[config.mk]
export PLATFORM = sky130hd
export DESIGN_NAME = fetch_stream
export DESIGN_NICKNAME = d
export VERILOG_FILES = /design/src/rtl/fetch_pkg.sv /design/src/rtl/fetch_buffer.sv /design/src/rtl/fetch_stream.sv
export SDC_FILE = /design/constraint.sdc
export NUM_CORES = 1
export LEC_CHECK = 0
export BUFFER_PORTS_ARGS = -buffer_cell sky130_fd_sc_hd__buf_4
export CORE_ASPECT_RATIO = 2
export CORE_MARGIN = 5
export CORE_UTILIZATION = 55
export CTS_BUF_LIST = sky130_fd_sc_hd__clkbuf_8
export DETAILED_ROUTE_END_ITERATION = 8
export PLACE_DENSITY = 0.81
export SYNTH_ARGS = -nofsm -noshare
export SYNTH_HDL_FRONTEND = slang
export SYNTH_HIERARCHICAL = 1
export SYNTH_SLANG_ARGS = --single-unit
[constraint.sdc]
create_clock -name clk -period 7.9 [get_ports clk]
set_clock_uncertainty 0.2 [all_clocks]
set_input_delay 2.37 -clock clk [delete_from_list [all_inputs] [get_ports clk]]
set_output_delay 2.37 -clock clk [all_outputs]
set_load 0.05 [all_outputs]
[src/rtl/fetch_pkg.sv]
// Shared types and constants for the instruction-fetch front end.
package fetch_pkg;

    localparam int INSTR_W = 16;
    localparam int PC_W    = 16;

    localparam logic [PC_W-1:0] PC_INC      = 16'd2;
    localparam logic [4:0]      HALT_OPCODE = 5'b00000;

    typedef enum logic [2:0] {
        S_REQ,
        S_WAIT,
        S_STALL,
        S_DRAIN,
        S_HALTED
    } fetch_state_e;

    // Sequential fetch address; wraps FFFE -> 0000.
    function automatic logic [PC_W-1:0] pc_next(input logic [PC_W-1:0] pc);
        return pc + PC_INC;
    endfunction

endpackage

[src/rtl/fetch_buffer.sv]
// Circular FIFO of {PC, instruction} pairs presented to decode.
// Head entry drives the decode outputs directly from registers.
module fetch_buffer
    import fetch_pkg::*;
#(
    parameter int DEPTH = 2
) (
    input  logic                     clk,
    input  logic                     rst,
    input  logic                     push_i,
    input  logic                     pop_i,
    input  logic                     flush_i,
    input  logic [PC_W-1:0]          push_pc_i,
    input  logic [INSTR_W-1:0]       push_instr_i,
    output logic [$clog2(DEPTH):0]   count_o,
    output logic                     valid_o,
    output logic [PC_W-1:0]          pc_o,
    output logic [PC_W-1:0]          next_pc_o,
    output logic [INSTR_W-1:0]       instr_o
);

    localparam int AW = $clog2(DEPTH);

    logic [PC_W-1:0]    pc_q    [DEPTH];
    logic [INSTR_W-1:0] instr_q [DEPTH];
    logic [AW-1:0]      wr_q, rd_q;
    logic [AW:0]        cnt_q;

    // Storage, pointers and occupancy; flush empties without touching data.
    always_ff @(posedge clk) begin
        if (rst) begin
            wr_q  <= '0;
            rd_q  <= '0;
            cnt_q <= '0;
            for (int i = 0; i < DEPTH; i++) begin
                pc_q[i]    <= '0;
                instr_q[i] <= '0;
            end
        end else if (flush_i) begin
            wr_q  <= '0;
            rd_q  <= '0;
            cnt_q <= '0;
        end else begin
            if (push_i) begin
                pc_q[wr_q]    <= push_pc_i;
                instr_q[wr_q] <= push_instr_i;
                wr_q          <= wr_q + 1'b1;
            end
            if (pop_i) begin
                rd_q <= rd_q + 1'b1;
            end
            case ({push_i, pop_i})
                2'b10:   cnt_q <= cnt_q + 1'b1;
                2'b01:   cnt_q <= cnt_q - 1'b1;
                default: cnt_q <= cnt_q;
            endcase
        end
    end

    assign count_o   = cnt_q;
    assign valid_o   = (cnt_q != '0);
    assign pc_o      = pc_q[rd_q];
    assign instr_o   = instr_q[rd_q];
    assign next_pc_o = pc_next(pc_q[rd_q]);

endmodule

[src/rtl/fetch_stream.sv]
// Instruction-fetch front end: one outstanding memory request at a time,
// responses buffered for decode, redirects flush and drain stale data.
// Optional feature macro: FETCH_HALT_STOP_EN (stop fetching after a HALT word).
module fetch_stream
    import fetch_pkg::*;
#(
    parameter logic [PC_W-1:0] RESET_PC  = 16'h0000,
    parameter int              BUF_DEPTH = 2
) (
    input  logic               clk,
    input  logic               rst,
    output logic               mem_req,
    output logic [PC_W-1:0]    mem_addr,
    input  logic               mem_rdy,
    input  logic               mem_rvalid,
    input  logic [INSTR_W-1:0] mem_rdata,
    input  logic               redirect_valid,
    input  logic [PC_W-1:0]    redirect_pc,
    output logic               inst_valid,
    input  logic               inst_ready,
    output logic [INSTR_W-1:0] instruction,
    output logic [PC_W-1:0]    PC_out,
    output logic [PC_W-1:0]    next_PC_out,
    output logic               halted,
    output logic               err
);

    localparam int            CW      = $clog2(BUF_DEPTH) + 1;
    localparam logic [CW-1:0] DEPTH_C = CW'(BUF_DEPTH);

    fetch_state_e    state_q, state_d;
    logic [PC_W-1:0] pc_q, pc_d;
    logic            err_q, err_d;
    // Set by reset: a response from a request issued before reset may still
    // arrive; the first one seen before any new accept is discarded silently.
    logic            ign_q, ign_d;

    logic [CW-1:0]   count, count_nxt;
    logic            accept, push, pop, rv_live, is_halt;

    assign mem_req  = (state_q == S_REQ) && !rst;
    assign mem_addr = pc_q;
    assign accept   = mem_req && mem_rdy;
    assign rv_live  = mem_rvalid && !ign_q;

    // Redirect beats both push and pop.
    assign push      = (state_q == S_WAIT) && mem_rvalid && !redirect_valid;
    assign pop       = inst_valid && inst_ready && !redirect_valid;
    assign count_nxt = count + CW'(push) - CW'(pop);

`ifdef FETCH_HALT_STOP_EN
    assign is_halt = (mem_rdata[15:11] == HALT_OPCODE);
    assign halted  = (state_q == S_HALTED);
`else
    assign is_halt = 1'b0;
    assign halted  = 1'b0;
`endif

    // Next state, fetch PC, sticky error and stale-response filter.
    always_comb begin
        state_d = state_q;
        pc_d    = pc_q;
        err_d   = err_q;
        ign_d   = ign_q;
        if (mem_rvalid || accept) ign_d = 1'b0;
        if (rv_live && (state_q inside {S_REQ, S_STALL, S_HALTED})) err_d = 1'b1;
        if (redirect_valid) begin
            pc_d = {redirect_pc[PC_W-1:1], 1'b0};
            if (redirect_pc[0]) err_d = 1'b1;
            // Anything still in flight (including a request accepted this
            // very cycle) must be drained before the next request goes out.
            if (((state_q == S_WAIT) || (state_q == S_DRAIN) || accept) && !mem_rvalid)
                state_d = S_DRAIN;
            else
                state_d = S_REQ;
        end else begin
            case (state_q)
                S_REQ:   if (accept) state_d = S_WAIT;
                S_WAIT: begin
                    if (mem_rvalid) begin
                        pc_d = pc_next(pc_q);
                        if (is_halt)                    state_d = S_HALTED;
                        else if (count_nxt < DEPTH_C)   state_d = S_REQ;
                        else                            state_d = S_STALL;
                    end
                end
                S_STALL: if (count_nxt < DEPTH_C) state_d = S_REQ;
                S_DRAIN: if (mem_rvalid) state_d = S_REQ;
                S_HALTED: state_d = S_HALTED;
                default: state_d = S_REQ;
            endcase
        end
    end

    // Control registers.
    always_ff @(posedge clk) begin
        if (rst) begin
            state_q <= S_REQ;
            pc_q    <= RESET_PC;
            err_q   <= 1'b0;
            ign_q   <= 1'b1;
        end else begin
            state_q <= state_d;
            pc_q    <= pc_d;
            err_q   <= err_d;
            ign_q   <= ign_d;
        end
    end

    assign err = err_q;

    fetch_buffer #(.DEPTH(BUF_DEPTH)) u_buf (
        .clk          (clk),
        .rst          (rst),
        .push_i       (push),
        .pop_i        (pop),
        .flush_i      (redirect_valid),
        .push_pc_i    (pc_q),
        .push_instr_i (mem_rdata),
        .count_o      (count),
        .valid_o      (inst_valid),
        .pc_o         (PC_out),
        .next_pc_o    (next_PC_out),
        .instr_o      (instruction)
    );

endmodule

Yosys cells after proc, flatten, opt, wreduce, memory -nomap -nowiden --
Memory sizes are Yosys's and may differ from the RTL's. A register that Yosys moved wholly into a read port is not among the register bits. Cells that the tools add are included. Widths: inputs -> output; s select.
Storage, ports and cells: flip-flop bits (word level) 25, bits in latches 0, bits in writable memories 64, bits of input ports 38, output and inout port bits 68, memories 2, word-level logic and storage cells 88, bits in read-only memories 0
Operators by class: $mul 0, bitwise logic cells 0, order comparisons 1, equal/unequal tests 10, $add $sub $neg 8, divide/modulo/power cells 0, reduce and logical (&&, ||, !) cells 28, shift-type cells 0, mux-type cells 31
Memory list:
- u_buf.instr_q | words 2, bits a word 16, rd ports 1, clocked after Yosys merged registers in 1, write ports 2, RTL line fetch_buffer.sv:25 | logic [INSTR_W-1:0] instr_q [DEPTH];
- u_buf.pc_q | words 2, bits a word 16, rd ports 1, clocked after Yosys merged registers in 1, write ports 2, RTL line fetch_buffer.sv:24 | logic [PC_W-1:0] pc_q [DEPTH];
Operators with widths (count):
- $mux 16 | 5
- $add 16x2->16 const B | 2
- $reduce_or 16->1 | 2
- $mux 1 | 17
- $mux 3 | 5
- $pmux 3 s5 | 1
- $logic_and 1x1->1 | 9
- $ne 3x3->1 const B | 3
- $reduce_bool 2->1 | 4
- $eq 3x2->1 const B | 2
- $logic_not 1->1 | 4
- $mux 2 | 2
- $pmux 2 s2 | 1
- $reduce_and 2->1 | 2
- $reduce_and 4->1 | 1
- $eq 3x1->1 const B | 1
- $eq 3x3->1 const B | 1
- $logic_not 3->1 | 1
- $logic_or 1x1->1 | 3
- $ne 3x2->1 const B | 1
- $reduce_bool 3->1 | 1
- $add 1x1->1 const B | 2
- $add 2x1->2 | 1
- $add 2x1->2 const B | 1
- other kinds (6) | 6

Depth between registers and ports, before layout --
word-level depth 10, depth in mapped cells 12, mapped depth without buffers 9

Hierarchy --
Netlist, hierarchy kept.
Modules (own cells, without submodules):
- fetch_buffer | instances 1, cells an instance 245, seq. area each 2021.9 sq um, area each 3342.0 sq um
- fetch_stream | instances 1, cells an instance 141, seq. area each 400.4 sq um, area each 1238.7 sq um

Worst setup path before layout --
Ideal clock, no wire load.
kind input -> output, start input port rst, end output port mem_req, arrival 4153 ps, cell stages on the path 3, path slack 1177 ps, buffers on the path 2, data required time 5330 ps, cells stage by stage clkbuf_8 -> clkbuf_1 -> nor4_1
On the way: longest elaborated chain between the ends 2
Ends and longest elaborated chain:
- start: declaration | RTL line fetch_stream.sv:11 | input logic rst,
- $logic_not 1->1 | RTL line fetch_stream.sv:41 | assign mem_req = (state_q == S_REQ) && !rst;
- $logic_and 1x1->1 | RTL line fetch_stream.sv:41
- end: declaration | RTL line fetch_stream.sv:12 | output logic mem_req,
No other way between the ends.

Worst setup path after layout --
Ends and elaborated chain as after synthesis.

==> qor.txt <==
Synth top area share: 42.0%
Post-DRT Antenna Nets: 0
Clk sinks: 89
Placed Instances: 566
Warnings from Yosys: 6
Mapped Area: 4580 um2
DIE WIDTH: 74.5 um
Class of the worst hold path: flip-flop to flip-flop
Critical path class: input port to output pin
Post-CTS setup buffer count: 0
Initial antenna violation count: 0
Initial Util: 55.6%
Final core occ: 66.7%
Final worst slack: 2260 ps
Peak VDD IR: 0.000157 V
TritonRoute pass-1 iters: 4
Hpwl dp: 6900 um
Die Area: 10400 um2
CTS H-tree lvls: 3
Worst path bufs/invs: 2
Commonest non-fill, non-tap cell in the layout: buf_4
Register area: 2420 um2
Post-synthesis register bit count: 89
Max capacitance violation total: 0
First-pass GRT wire length: 14900 um
Fin area: 5490 um2
IO Pins: 106
Max Slew Vio Count: 0
Routed length per instance: 16.3 um
Fill count: 658
Final worst path period share: 71.4%
Via density: 5.53
Antenna diode count: 0
Final hold violations: 0
Least-Margin Pin Slew: 923 ps
TritonCTS buffer count: 9
Final WL: 9460 um
Multi-input gate area: 1940 um2
Root Buffer: clkbuf_8
Max clock buf depth: 2
Period minus WS final: 5640 ps
Largest net degree at the start of global routing: 45
Share of post-route cells with drive strength above 1: 33.3%
CP top delay family: buffers and inverters
Number of flops mapped to enable cells by yosys: 64
Slowest stage cell, crit path: buf_4
Initial DRC count: 180
Required time of the worst setup path: 5330 ps
Startpoint types: input port
CTS tree: yes
Synth Area per Inst: 11.9 um2
Resize count post-CTS: 0
Share of flip-flops with an asynchronous set or reset: 0%
Crit path DAT: 3070 ps
Clk_lat worst skew: 350 ps
Placer congestion estimate: 0.838
Worst slack at placement: 2280 ps
Residual DRC count: 0
GRT Total Usage: 18.8%
Area post-placement: 5310 um2
Slew HR: 38.5%
Area leader, netlist: edfxtp_1
Via count: 3217
Commonest non-fill, non-tap cells in the layout: buf_4, and2_1, edfxtp_1
Cell variety after synth: 57
RSZ-0062 raised after global routing: no
P&R area growth vs syn: 19.9%
Worst path cell trace: buf_4, nor4_1, buf_4
Port bufs: 103
Most used cell along the critical path: buf_4
Cts hold-fix bufs: 0
Outcome: finished clean
Vias in the first global route: 3244
Rows: 47
Seq/Total Area, Yosys: 52.9%
PwrDens: 179 nW/um2
Synth top area cells: edfxtp_1, dfxtp_1, and2_1
Slowest stage delay, CP: 250 ps
Max Freq: 177 MHz
Worst Path Max Fanout: 30
Leak pwr: 2.24 nW
Endpoints failing setup: 0
Non-filler cells, final: 582
Total gr overflow: 0
Synth Instances: 386
NumNets Final: 521
Ys flop type: edfxtp_1
CP endpoint kind: output pin
Core area: 8230 um2
Die Y: 139 um
Setup TNS: 0 ps
Clk slew on worst S/H paths: 90 ps
-- cell usage after synthesis, drive strengths merged, types with 3 or more instances --
| library cell | n |
|---|---|
| a211oi | 8 |
| a21oi | 5 |
| a311oi | 6 |
| and2 | 65 |
| buf | 12 |
| clkbuf | 13 |
| dfxtp | 25 |
| edfxtp | 64 |
| ha | 4 |
| inv | 11 |
| mux2 | 27 |
| mux2i | 5 |
| nand2 | 16 |
| nand2b | 4 |
| nand3 | 11 |
| nand4 | 9 |
| nand4b | 3 |
| nor2 | 19 |
| nor3 | 6 |
| nor4 | 5 |
| o21ai | 7 |
| or2 | 3 |
| or3 | 4 |
| xnor2 | 17 |
| xor2 | 10 |
-- sequential cells by signal (all words and copies together) (netlist names), named ones only --
register	count
err	1
mem_addr	15
u_buf/pc_q	32
u_buf/wr_q	1
u_buf/count_o	2
ign_q	1
u_buf/rd_q	1
u_buf/instr_q	32
state_q	3
-- worst min-delay path, stage by stage (launching register included) --
cell      delay, ps
dfxtp_1         320
nand2b_1         60
o21ai_0          80
-- layout make-up --
class,instances,area share (%)
multi-input combinational,264,35.3
clock buffer,9,2.26
inverter,11,0.752
clock inverter,7,1.12
tap,98,2.23
sequential,89,44.1
timing repair buffer,104,14.2
-- report_power, final --
group	leakage [nW]	internal [mW]	switching, mW
clock	0.0978	0.143	0.152
sequential	0.869	0.518	0.0174
combinational	1.27	0.0524	0.103
total	2.24	0.713	0.272
-- kinds of logic (layout without fill, tap and decap cells) --
family,Yosys count,count (layout),share of synthesized area (%)
AND/OR/NAND/NOR,158,158,21.3
buffers and inverters,36,131,5.08
adder cells (fa/ha/maj),4,4,1.09
XOR/XNOR,27,27,5.16
flip-flops,89,89,52.9
other,1,4,0.0819
multiplexers,32,32,7.73
AO/OA/AOI/OAI,39,39,6.67
-- worst paths after layout --
check / from / endpoint / slack (ps) / depth (start not counted)
setup / recovery: rst / mem_req / 2260 / 3
hold reg to reg: ign_q / ign_q / 310 / 2
setup reg to reg: state_q[0] / u_buf/instr_q[0][15] / 4580 / 7
hold / removal: ign_q / ign_q / 310 / 2
-- stage by stage --
stage | hold slack (ps) | total power, mW
after global placement | 270 | 0.698
after floorplan | 264 | 0.651
final | 307 | 0.985
after global routing | 359 | 1.02
after CTS | 311 | 0.995
after detailed placement | 290 | 0.702
-- per-layer routing --
layer | track usage [%] | up-vias | wire length [um]
met5 | 0 | - | 0
met1 | 19.2 | 1539 | 3210
met3 | 4.28 | 14 | 536
met4 | 7.13 | 0 | 171
met2 | 35.0 | 92 | 5540
li1 | - | 1572 | -
Note: power is estimated with default switching activity, not from simulation.
